<file path="src/rtl/trng_pkg.sv">
// Shared constants for the TRNG byte streamer: byte width, default FIFO depth
// and the one-hot TX FSM state encodings.
package trng_pkg;

  localparam int BYTE_W         = 8;
  localparam int FIFO_DEPTH_DEF = 4;

  typedef logic [3:0] tx_state_t;

  localparam tx_state_t S_IDLE      = 4'b0001;
  localparam tx_state_t S_START     = 4'b0010;
  localparam tx_state_t S_WAIT_BUSY = 4'b0100;
  localparam tx_state_t S_WAIT_DONE = 4'b1000;

endpackage

</file>
<file path="src/rtl/trng_sync_fifo.sv">
// Synchronous byte FIFO, DEPTH x BYTE_W, with occupancy level output.
// A push into a full FIFO is accepted only when a pop happens in the same cycle.
module trng_sync_fifo
  import trng_pkg::*;
#(
  parameter int DEPTH = FIFO_DEPTH_DEF,
  parameter int AW    = $clog2(DEPTH)
) (
  input  logic              i_clk,
  input  logic              i_rst_n,
  input  logic              i_push,
  input  logic              i_pop,
  input  logic [BYTE_W-1:0] i_wdata,
  output logic [BYTE_W-1:0] o_rdata,
  output logic              o_full,
  output logic              o_empty,
  output logic [AW:0]       o_level
);

  logic [DEPTH-1:0][BYTE_W-1:0] r_mem;
  logic [AW-1:0]                r_wptr;
  logic [AW-1:0]                r_rptr;
  logic [AW:0]                  r_level;
  logic                         w_push;
  logic                         w_pop;

  assign o_full  = (r_level == (AW+1)'(DEPTH));
  assign o_empty = (r_level == '0);
  assign o_level = r_level;
  assign o_rdata = r_mem[r_rptr];

  assign w_pop  = i_pop && !o_empty;
  assign w_push = i_push && (!o_full || w_pop);

  // Power-of-two depth lets the pointers wrap naturally.
  always_ff @(posedge i_clk or negedge i_rst_n) begin
    if (!i_rst_n) begin
      r_mem   <= '0;
      r_wptr  <= '0;
      r_rptr  <= '0;
      r_level <= '0;
    end else begin
      if (w_push) begin
        r_mem[r_wptr] <= i_wdata;
        r_wptr        <= r_wptr + 1'b1;
      end
      if (w_pop) r_rptr <= r_rptr + 1'b1;
      case ({w_push, w_pop})
        2'b10:   r_level <= r_level + 1'b1;
        2'b01:   r_level <= r_level - 1'b1;
        default: r_level <= r_level;
      endcase
    end
  end

endmodule

</file>
<file path="src/rtl/trng_byte_streamer.sv">
// Packs qualified entropy bits LSB-first into bytes, queues them and feeds uart_tx.
// Optional Von Neumann debiasing of the raw bits: define TRNG_VON_NEUMANN_EN.
module trng_byte_streamer
  import trng_pkg::*;
#(
  parameter int FIFO_DEPTH = FIFO_DEPTH_DEF,
  parameter int FIFO_AW    = $clog2(FIFO_DEPTH)
) (
  input  logic               i_clk,
  input  logic               i_rst_n,
  input  logic               i_enable,
  input  logic               i_bit_valid,
  input  logic               i_bit,
  input  logic               i_clr_ovf,
  input  logic               i_tx_busy,
  input  logic               i_tx_done,
  output logic               o_tx_start,
  output logic [BYTE_W-1:0]  o_tx_data,
  output logic [FIFO_AW:0]   o_fifo_level,
  output logic               o_overflow
);

  logic              w_raw_valid;
  logic              w_pk_valid;
  logic              w_pk_bit;
  logic [BYTE_W-1:0] r_shift;
  logic [2:0]        r_bit_cnt;
  logic [BYTE_W-1:0] w_byte;
  logic              w_push;
  logic              w_pop;
  logic              w_full;
  logic              w_empty;
  logic [BYTE_W-1:0] w_head;
  logic              r_ovf;
  logic [BYTE_W-1:0] r_tx_data;
  tx_state_t         r_state;
  tx_state_t         w_next;

  assign w_raw_valid = i_bit_valid && i_enable;

`ifdef TRNG_VON_NEUMANN_EN
  logic r_vn_have;
  logic r_vn_first;

  // Pair 01 -> 0, 10 -> 1: the yielded bit equals the first bit of an unequal pair.
  assign w_pk_valid = w_raw_valid && r_vn_have && (r_vn_first != i_bit);
  assign w_pk_bit   = r_vn_first;

  always_ff @(posedge i_clk or negedge i_rst_n) begin
    if (!i_rst_n) begin
      r_vn_have  <= 1'b0;
      r_vn_first <= 1'b0;
    end else if (w_raw_valid) begin
      r_vn_have <= !r_vn_have;
      if (!r_vn_have) r_vn_first <= i_bit;
    end
  end
`else
  assign w_pk_valid = w_raw_valid;
  assign w_pk_bit   = i_bit;
`endif

  assign w_byte = {w_pk_bit, r_shift[BYTE_W-1:1]};
  assign w_push = w_pk_valid && (r_bit_cnt == 3'd7);

  always_ff @(posedge i_clk or negedge i_rst_n) begin
    if (!i_rst_n) begin
      r_shift   <= '0;
      r_bit_cnt <= '0;
    end else if (w_pk_valid) begin
      r_shift   <= w_byte;
      r_bit_cnt <= r_bit_cnt + 1'b1;
    end
  end

  trng_sync_fifo #(
    .DEPTH (FIFO_DEPTH),
    .AW    (FIFO_AW)
  ) u_fifo (
    .i_clk   (i_clk),
    .i_rst_n (i_rst_n),
    .i_push  (w_push),
    .i_pop   (w_pop),
    .i_wdata (w_byte),
    .o_rdata (w_head),
    .o_full  (w_full),
    .o_empty (w_empty),
    .o_level (o_fifo_level)
  );

  // A drop-and-clear collision keeps the flag set.
  always_ff @(posedge i_clk or negedge i_rst_n) begin
    if (!i_rst_n)                       r_ovf <= 1'b0;
    else if (w_push && w_full && !w_pop) r_ovf <= 1'b1;
    else if (i_clr_ovf)                 r_ovf <= 1'b0;
  end

  always_ff @(posedge i_clk or negedge i_rst_n) begin
    if (!i_rst_n) r_state <= S_IDLE;
    else          r_state <= w_next;
  end

  always_comb begin
    w_next = r_state;
    case (r_state)
      S_IDLE:      if (!w_empty && !i_tx_busy) w_next = S_START;
      S_START:     w_next = S_WAIT_BUSY;
      S_WAIT_BUSY: if (i_tx_busy) w_next = S_WAIT_DONE;
      S_WAIT_DONE: if (i_tx_done) w_next = S_IDLE;
      default:     w_next = S_IDLE;
    endcase
  end

  always_comb begin
    w_pop      = (r_state == S_START);
    o_tx_start = (r_state == S_START);
  end

  // Head is stable from the IDLE->START decision until the pop, so latch it then.
  always_ff @(posedge i_clk or negedge i_rst_n) begin
    if (!i_rst_n)                                 r_tx_data <= '0;
    else if (r_state == S_IDLE && w_next == S_START) r_tx_data <= w_head;
  end

  assign o_tx_data  = r_tx_data;
  assign o_overflow = r_ovf;

endmodule

</file>
<file path="config.mk">
export PLATFORM = sky130hd
export DESIGN_NAME = trng_byte_streamer
export DESIGN_NICKNAME = d
export VERILOG_FILES = /design/src/rtl/trng_pkg.sv /design/src/rtl/trng_sync_fifo.sv /design/src/rtl/trng_byte_streamer.sv
export SDC_FILE = /design/constraint.sdc
export NUM_CORES = 1
export LEC_CHECK = 0
export BUFFER_PORTS_ARGS = -buffer_cell sky130_fd_sc_hd__buf_4
export CAP_MARGIN = 20
export CORE_ASPECT_RATIO = 1.4
export CORE_MARGIN = 1
export CORE_UTILIZATION = 50
export CTS_BUF_LIST = sky130_fd_sc_hd__clkbuf_16
export CTS_CLUSTER_SIZE = 30
export DETAILED_ROUTE_END_ITERATION = 8
export HOLD_SLACK_MARGIN = 0.03
export PLACE_DENSITY_LB_ADDON = 0.2
export RECOVER_POWER = 50
export SLEW_MARGIN = 20
export SYNTH_ARGS = -nofsm -noshare
export SYNTH_HDL_FRONTEND = slang
export SYNTH_SLANG_ARGS = --single-unit
</file>
<file path="constraint.sdc">
create_clock -name i_clk -period 6.8 [get_ports i_clk]
set_input_delay 1.36 -clock i_clk [delete_from_list [all_inputs] [get_ports i_clk]]
set_output_delay 1.36 -clock i_clk [all_outputs]
set_load 0.05 [all_outputs]
</file>
==> metrics.md, run 1 <==
| Metric | Value |
|---|---|
| Clock share of power | 36.4% |
| Hold path depth | 1 |
| Total GRT Usage | between 20% and 30% |
| # setup viols final | 0 |
| Achievable Freq | 254 MHz |
| Post-cts resize count | 0 |
| Syn_nets | approximately 210 |
| Pwr Total | between 1 and 1.5 mW |
| Pre-Repair DR Iteration Count | 4 |
| Synth warn | 0 |
| Layout cells sized above 1 | between 40% and 50% |
| Pwr Density | 361 nW/um^2 |
| Overall via count from detail_route | between 1,500 and 2,000 |
| Setup WS post-layout | 2.87 ns |
| CTS root buf | clkbuf_16 |
| Hold_sp | r_bit_cnt[0] |
| Synth Instances | 190 |
| Cell Rows | 31 |
| Vias/cell | 5.70 |
| Worst path arrival time | 3.63 ns |
| Max VDD drop | around 0.17 mV |
| Post-synth EDFFs | 0 |
| Comb power frac | about 17% |
| Die height | around 90 um |
| Worst Hold Class | reg2reg |
| Startpoint types | input pin |
| RSZ-0062 raised after global routing | false |
| CP Class | in2async |
| CTS Sinks | 62 |
| RD Place Congestion | roughly 0.8 |
| Seq pwr share | a little under half |
| CP Capture Type | asynchronous set/reset pin |
| Number of max-cap violations | 1 |
| Num CTS Buffers | 9 |
| Most frequent cell after synthesis | dfrtp_1 |
| FFs w/ async S/R, synth | 100% |
| Routed Antenna Nets | 0 |
| Final WL | 5130 um |
| Clk slew on worst S/H paths | approximately 0.05 ns |
| Sw Share | roughly 26% |
| Ports | 21 |
| Hpwl dp | ~3400 um |
| Register area share after synthesis | between 50% and 60% |
| Area growth, synth to finish | 17.8% |
| Initial antenna violation count | 0 |
| Largest net degree at the start of global routing | 63 |
| Cell chain of the critical path | clkbuf_1 |
| R2R cell count | 7 |
| FILL cells | approximately 420 |
| Drt first-iter violations | 87 |
| Inserted Diodes | 0 |
| Syn_area_per_cell | approximately 15 um^2 |
| Post-CTS Setup Inserts | 0 |
| Switching power | 0.303 mW |
| Status | complete, but fails checks |
| Yosys reg bits | between 60 and 70 |
| Final routed DRC violation total | 0 |
| Failing checks | max-capacitance violations, max-slew violations |
| Post-synth top area share | between 50% and 60% |
| Normalized max-slew margin | -115% |
| CTS HTree Levels | 3 |
| Max stage delay cell, worst path | clkbuf_1 |
| First-pass GRT wire length | between 8000 and 9000 um |
| Final hold viol count | 0 |
| Synth Cell Area | between 2000 and 3000 um^2 |
| Slew @ Worst Pin | approximately 3.2 ns |
| Leak | around 1.5 nW |
| Post-CTS Hold Buffers | 0 |
| Min Hold Slack | just under 0.5 ns |
| Initial Utilization | 52.7% |
| CP top delay family | buffers and inverters |
| Count of pins over their slew limit | between 60 and 70 |
| Top cells by count, synth | dfrtp_1 (61), mux2_2 (48), inv_1 (9) |
| Die X | around 65 um |
| Grt ovf | 0 |
| Nets@finish | about 230 |
| Hold EP | r_bit_cnt[0] |
| Worst R2R Start | r_state[3] |
| Top FF cell, synth | dfrtp_1 |
| Die area | between 5000 and 6000 um^2 |
| Max Buffers Root-to-Sink | 2 |
| Worst clock skew | 0.00550 ns |
| R2R Setup Slk | just under 4 ns |
| Yosys top cell by area | dfrtp_1 |
| Crit path buffers/inverters | 1 |
| CTS tree | yes |
| Vias in the first global route | 1,757 |
| Core area | 5240 um^2 |
| Internal power | 0.871 mW |
| Clock latency on the worst-skew pair | around 0.32 ns |
| CP peak stage delay | 2.24 ns |
| WL per Instance | between 15 and 20 um |
| Setup TNS | 0 ns |
| Placement Setup Slack | ~3.4 ns |
| Reg-to-Reg End | u_fifo.o_level[2] |
| I/O Buffers | 20 |
| Crit-path max FO | slightly above 60 |
| Tmin final | 3.93 ns |
| Critical path required time | roughly 6.5 ns |
| Yosys cell types | 35 |
| Synth area leaders | dfrtp_1 (55%), mux2_2 (20%), mux4_2 (6.5%), ha_1 (2.7%), xnor2_1 (1.3%) |
| Period utilization | slightly below 60% |
[per-layer routing]
metal | track usage (%) | routed length (um) | share of wire (%)
met4 | 10.6 | 114 | 2.2
met2 | 34.5 | 2770 | 54
met1 | 23.9 | 2080 | 40
met3 | 4.95 | 168 | 3.3
met5 | 0 | 0 | 0
[power by group through the flow]
stage	clock, mW	sequential (mW)	combinational [mW]
floorplan	0	0.534	0.155
global placement	0	0.534	0.195
detailed placement	0	0.548	0.209
CTS	0.437	0.543	0.210
global route	0.452	0.556	0.227
finish	0.427	0.542	0.205
[kinds of logic (layout without fill, tap and decap cells)]
group / Yosys count / count (layout) / synth area share (%)
AOI/OAI and AO/OA: 17 / 17 / 4.35
xor gates and xnor gates: 6 / 6 / 1.90
adders and majority gates: 7 / 7 / 3.45
buffers and inverters: 13 / 45 / 1.90
DFF: 62 / 62 / 56.3
muxes: 57 / 57 / 26.5
and+or+nand+nor: 28 / 28 / 5.62
[final cells by class]
cell class,count,area (um^2),share of cell area (%)
clock buffer,9,225,6.93
inverter,9,33.8,1.04
clock inverter,7,58.8,1.81
timing repair buffer,20,143,4.39
tap,66,82.6,2.54
sequential,62,1550,47.8
multi-input combinational,115,1150,35.5
[stage by stage]
step	util (%)	cell area, um^2	instances
after global routing	62.1	3250	288
final	62.1	3250	288
after global placement	56.8	2970	272
after floorplan	-	2760	190
after detailed placement	56.8	2970	272
after CTS	62.2	3260	288
[flip-flops by register name, indices dropped and copies added, names as in the netlist]
register and count:
r_bit_cnt 3, r_shift 7, u_fifo.r_wptr 2, o_tx_data 8, u_fifo.o_level 3, u_fifo.r_mem 32
r_state 4, u_fifo.r_rptr 2, o_overflow 1
[layout by cell type, fill, tap and decap left out, types with 5 or more instances in the layout]
cell | Yosys | routed
dfrtp_1 | 61 | 61
mux2_2 | 48 | 48
buf_4 | 1 | 16
inv_1 | 9 | 12
clkbuf_16 | 0 | 9
mux4_2 | 8 | 8
ha_1 | 6 | 6
nor3_1 | 5 | 5
a21oi_1 | 5 | 5
[how the worst max path moves through the flow]
| stage | endpoint | cells after the start | start | slack (ns) |
|---|---|---|---|---|
| after floorplan | u_fifo.o_level[2] | 7 | i_bit_valid | 3.53 |
| after global placement | u_fifo.o_level[2] | 7 | i_bit_valid | 3.47 |
| final | o_tx_data[4] | 1 | i_rst_n | 2.87 |
| after detailed placement | u_fifo.o_level[2] | 7 | i_bit_valid | 3.39 |
| after CTS | o_tx_start | 3 | r_state[2] | 3.51 |
| after global routing | u_fifo.r_mem[24] | 1 | i_rst_n | 2.17 |
No activity file was read; power rests on OpenSTA's default activity.
==> run 2, diff against run 1 <==
==> constraint.sdc (replaced) <==
create_clock -name i_clk -period 3.9 [get_ports i_clk]
set_input_delay 0.78 -clock i_clk [delete_from_list [all_inputs] [get_ports i_clk]]
set_output_delay 0.78 -clock i_clk [all_outputs]
set_load 0.05 [all_outputs]
==> run 2 against run 1 <==
Compared with the run above:
- the run ends with max-capacitance violations left
- cell area stayed put
- global-route usage is 0.67 points lower
- sequential power is 74% higher
- clock power is 73% higher
- combinational power is 74% higher
- non-clock buffer count stayed put
==> metrics.md, run 2 (synthesis results as in run 1) <==
| Metric | Value |
|---|---|
| Count of pins over their slew limit | 0 |
| Worst Hold Class | reg2reg |
| Setup WS post-layout | 0.962 ns |
| Nets@finish | around 230 |
| Clock latency on the worst-skew pair | ~0.32 ns |
| First-pass GRT wire length | 8540 um |
| Core area | 5240 um^2 |
| Placement Setup Slack | ~0.99 ns |
| Comb power frac | between 10% and 20% |
| Slew @ Worst Pin | approximately 1.5 ns |
| Total GRT Usage | roughly a fifth |
| Vias in the first global route | between 1,500 and 2,000 |
| Tmin final | just under 3 ns |
| CP Class | reg2reg |
| Hpwl dp | 3310 um |
| Die height | 89.9 um |
| Min Hold Slack | about 0.48 ns |
| Final WL | ~5000 um |
| Normalized max-slew margin | 0.394% |
| FILL cells | 421 |
| Pwr Density | 627 nW/um^2 |
| CTS tree | yes |
| CTS HTree Levels | 3 |
| Worst path arrival time | about 3.1 ns |
| Ports | 21 |
| Max reg flops | 32 |
| CTS root buf | clkbuf_16 |
| Leak | about 1.5 nW |
| Top reg by flops | u_fifo.r_mem |
| Most common cell after layout, fill and taps aside | dfrtp_1 |
| Cell Rows | 31 |
| Status | complete, but fails checks |
| Die X | 64.8 um |
| I/O Buffers | 20 |
| Routed Antenna Nets | 0 |
| Pre-Repair DR Iteration Count | 4 |
| Sw Share | approximately 26% |
| Placed insts | 272 |
| Final hold viol count | 0 |
| Number of max-cap violations | 1 |
| Overall via count from detail_route | between 1,500 and 2,000 |
| CTS Sinks | 62 |
| Switching power | 0.521 mW |
| Critical path required time | about 4 ns |
| Internal power | between 1.5 and 2 mW |
| Cell Count, Final, Fillers Out | about 290 |
| Num CTS Buffers | 9 |
| Clk slew on worst S/H paths | approximately 0.05 ns |
| Commonest non-fill, non-tap cells in the layout | dfrtp_1 (61), mux2_2 (48), buf_4 (16) |
| Inserted Diodes | 0 |
| # setup viols final | 0 |
| Period utilization | 75.3% |
| Area growth, synth to finish | 17.8% |
| RD Place Congestion | 0.756 |
| Seq pwr share | between 40% and 50% |
| Post-CTS Setup Inserts | 0 |
| Max Buffers Root-to-Sink | 2 |
| Clock share of power | 36.2% |
| Initial Utilization | between 50% and 60% |
| Startpoint types | flip-flop |
| Max VDD drop | around 0.38 mV |
| Worst clock skew | between 0.006 and 0.007 ns |
| WL per Instance | 17.5 um |
| Setup TNS | 0 ns |
| RSZ-0062 raised after global routing | false |
| Die area | between 5000 and 6000 um^2 |
| Vias/cell | slightly below 6 |
| Crit-path max FO | 9 |
| Post-CTS Hold Buffers | 0 |
| Post-cts resize count | 0 |
| Grt ovf | 0 |
| Drt first-iter violations | ~70 |
| Initial antenna violation count | 0 |
| Final routed DRC violation total | 0 |
| Failing checks | max-capacitance violations |
| Layout cells sized above 1 | between 40% and 50% |
| Achievable Freq | roughly 340 MHz |
| Largest net degree at the start of global routing | between 60 and 70 |
| CP Capture Type | flip-flop |
==> run 2: cell count changes in the layout (fill, tap and decap cells not counted), sizes merged <==
cell	delta
clkinv	+2
inv	-2
==> run 2: path summary, 6_finish.rpt <==
kind                       slack [ns]       start                end  depth (start not counted)
max in group asynchronous        2.18     i_rst_n   u_fifo.r_mem[21]                          1
min                              0.48  r_state[3]         r_state[2]                          1
min in group asynchronous        0.82     i_rst_n         o_overflow                          1
max reg2reg                      0.96  r_state[2]  u_fifo.o_level[2]                          7
min reg2reg                      0.48  r_state[3]         r_state[2]                          1
max                              0.96  r_state[2]  u_fifo.o_level[2]                          7
==> run 2: layer usage <==
| layer | vias to the layer above | GRT usage [%] | wire length [um] |
|---|---|---|---|
| met5 | - | 0 | 0 |
| met4 | 0 | 9.44 | 85 |
| met3 | 10 | 4.57 | 188 |
| met2 | 35 | 33.2 | 2640 |
| met1 | 876 | 23.7 | 2140 |
| li1 | 747 | - | - |
==> run 2: through the flow <==
stage               total power [mW]  util (%)  instance area [um^2]
floorplan                       1.20         -                  2760
global placement                1.27      56.8                  2970
detailed placement              1.31      56.8                  2970
CTS                             2.06      62.2                  3260
global route                    2.15      62.1                  3250
finish                          2.04      62.1                  3250
==> run 2: critical path: stages (launching register included) <==
cell and delay, ns:
dfrtp_1 0.43, or4b_1 0.68, nor2_1 0.29, nand2_1 0.12, fa_1 0.46, or3_1 0.40
and3_1 0.18, a211o_1 0.26
==> run 2: power groups by stage <==
stage          Sequential (mW)  Combinational (mW)  Clock, mW
2_1_floorplan            0.931               0.270          0
3_3_place_gp             0.932               0.341          0
3_5_place_dp             0.952               0.361          0
4_1_cts                  0.944               0.364      0.757
5_1_grt                  0.971               0.395      0.783
6_report                 0.943               0.356      0.739
==> run 2: cell type report <==
class	instances	area, um^2	share of cell area [%]
sequential	62	1550	47.8
clock buffer	9	225	6.93
inverter	9	33.8	1.04
tap	66	82.6	2.54
multi-input combinational	115	1150	35.5
clock inverter	7	57.6	1.77
timing repair buffer	20	144	4.43
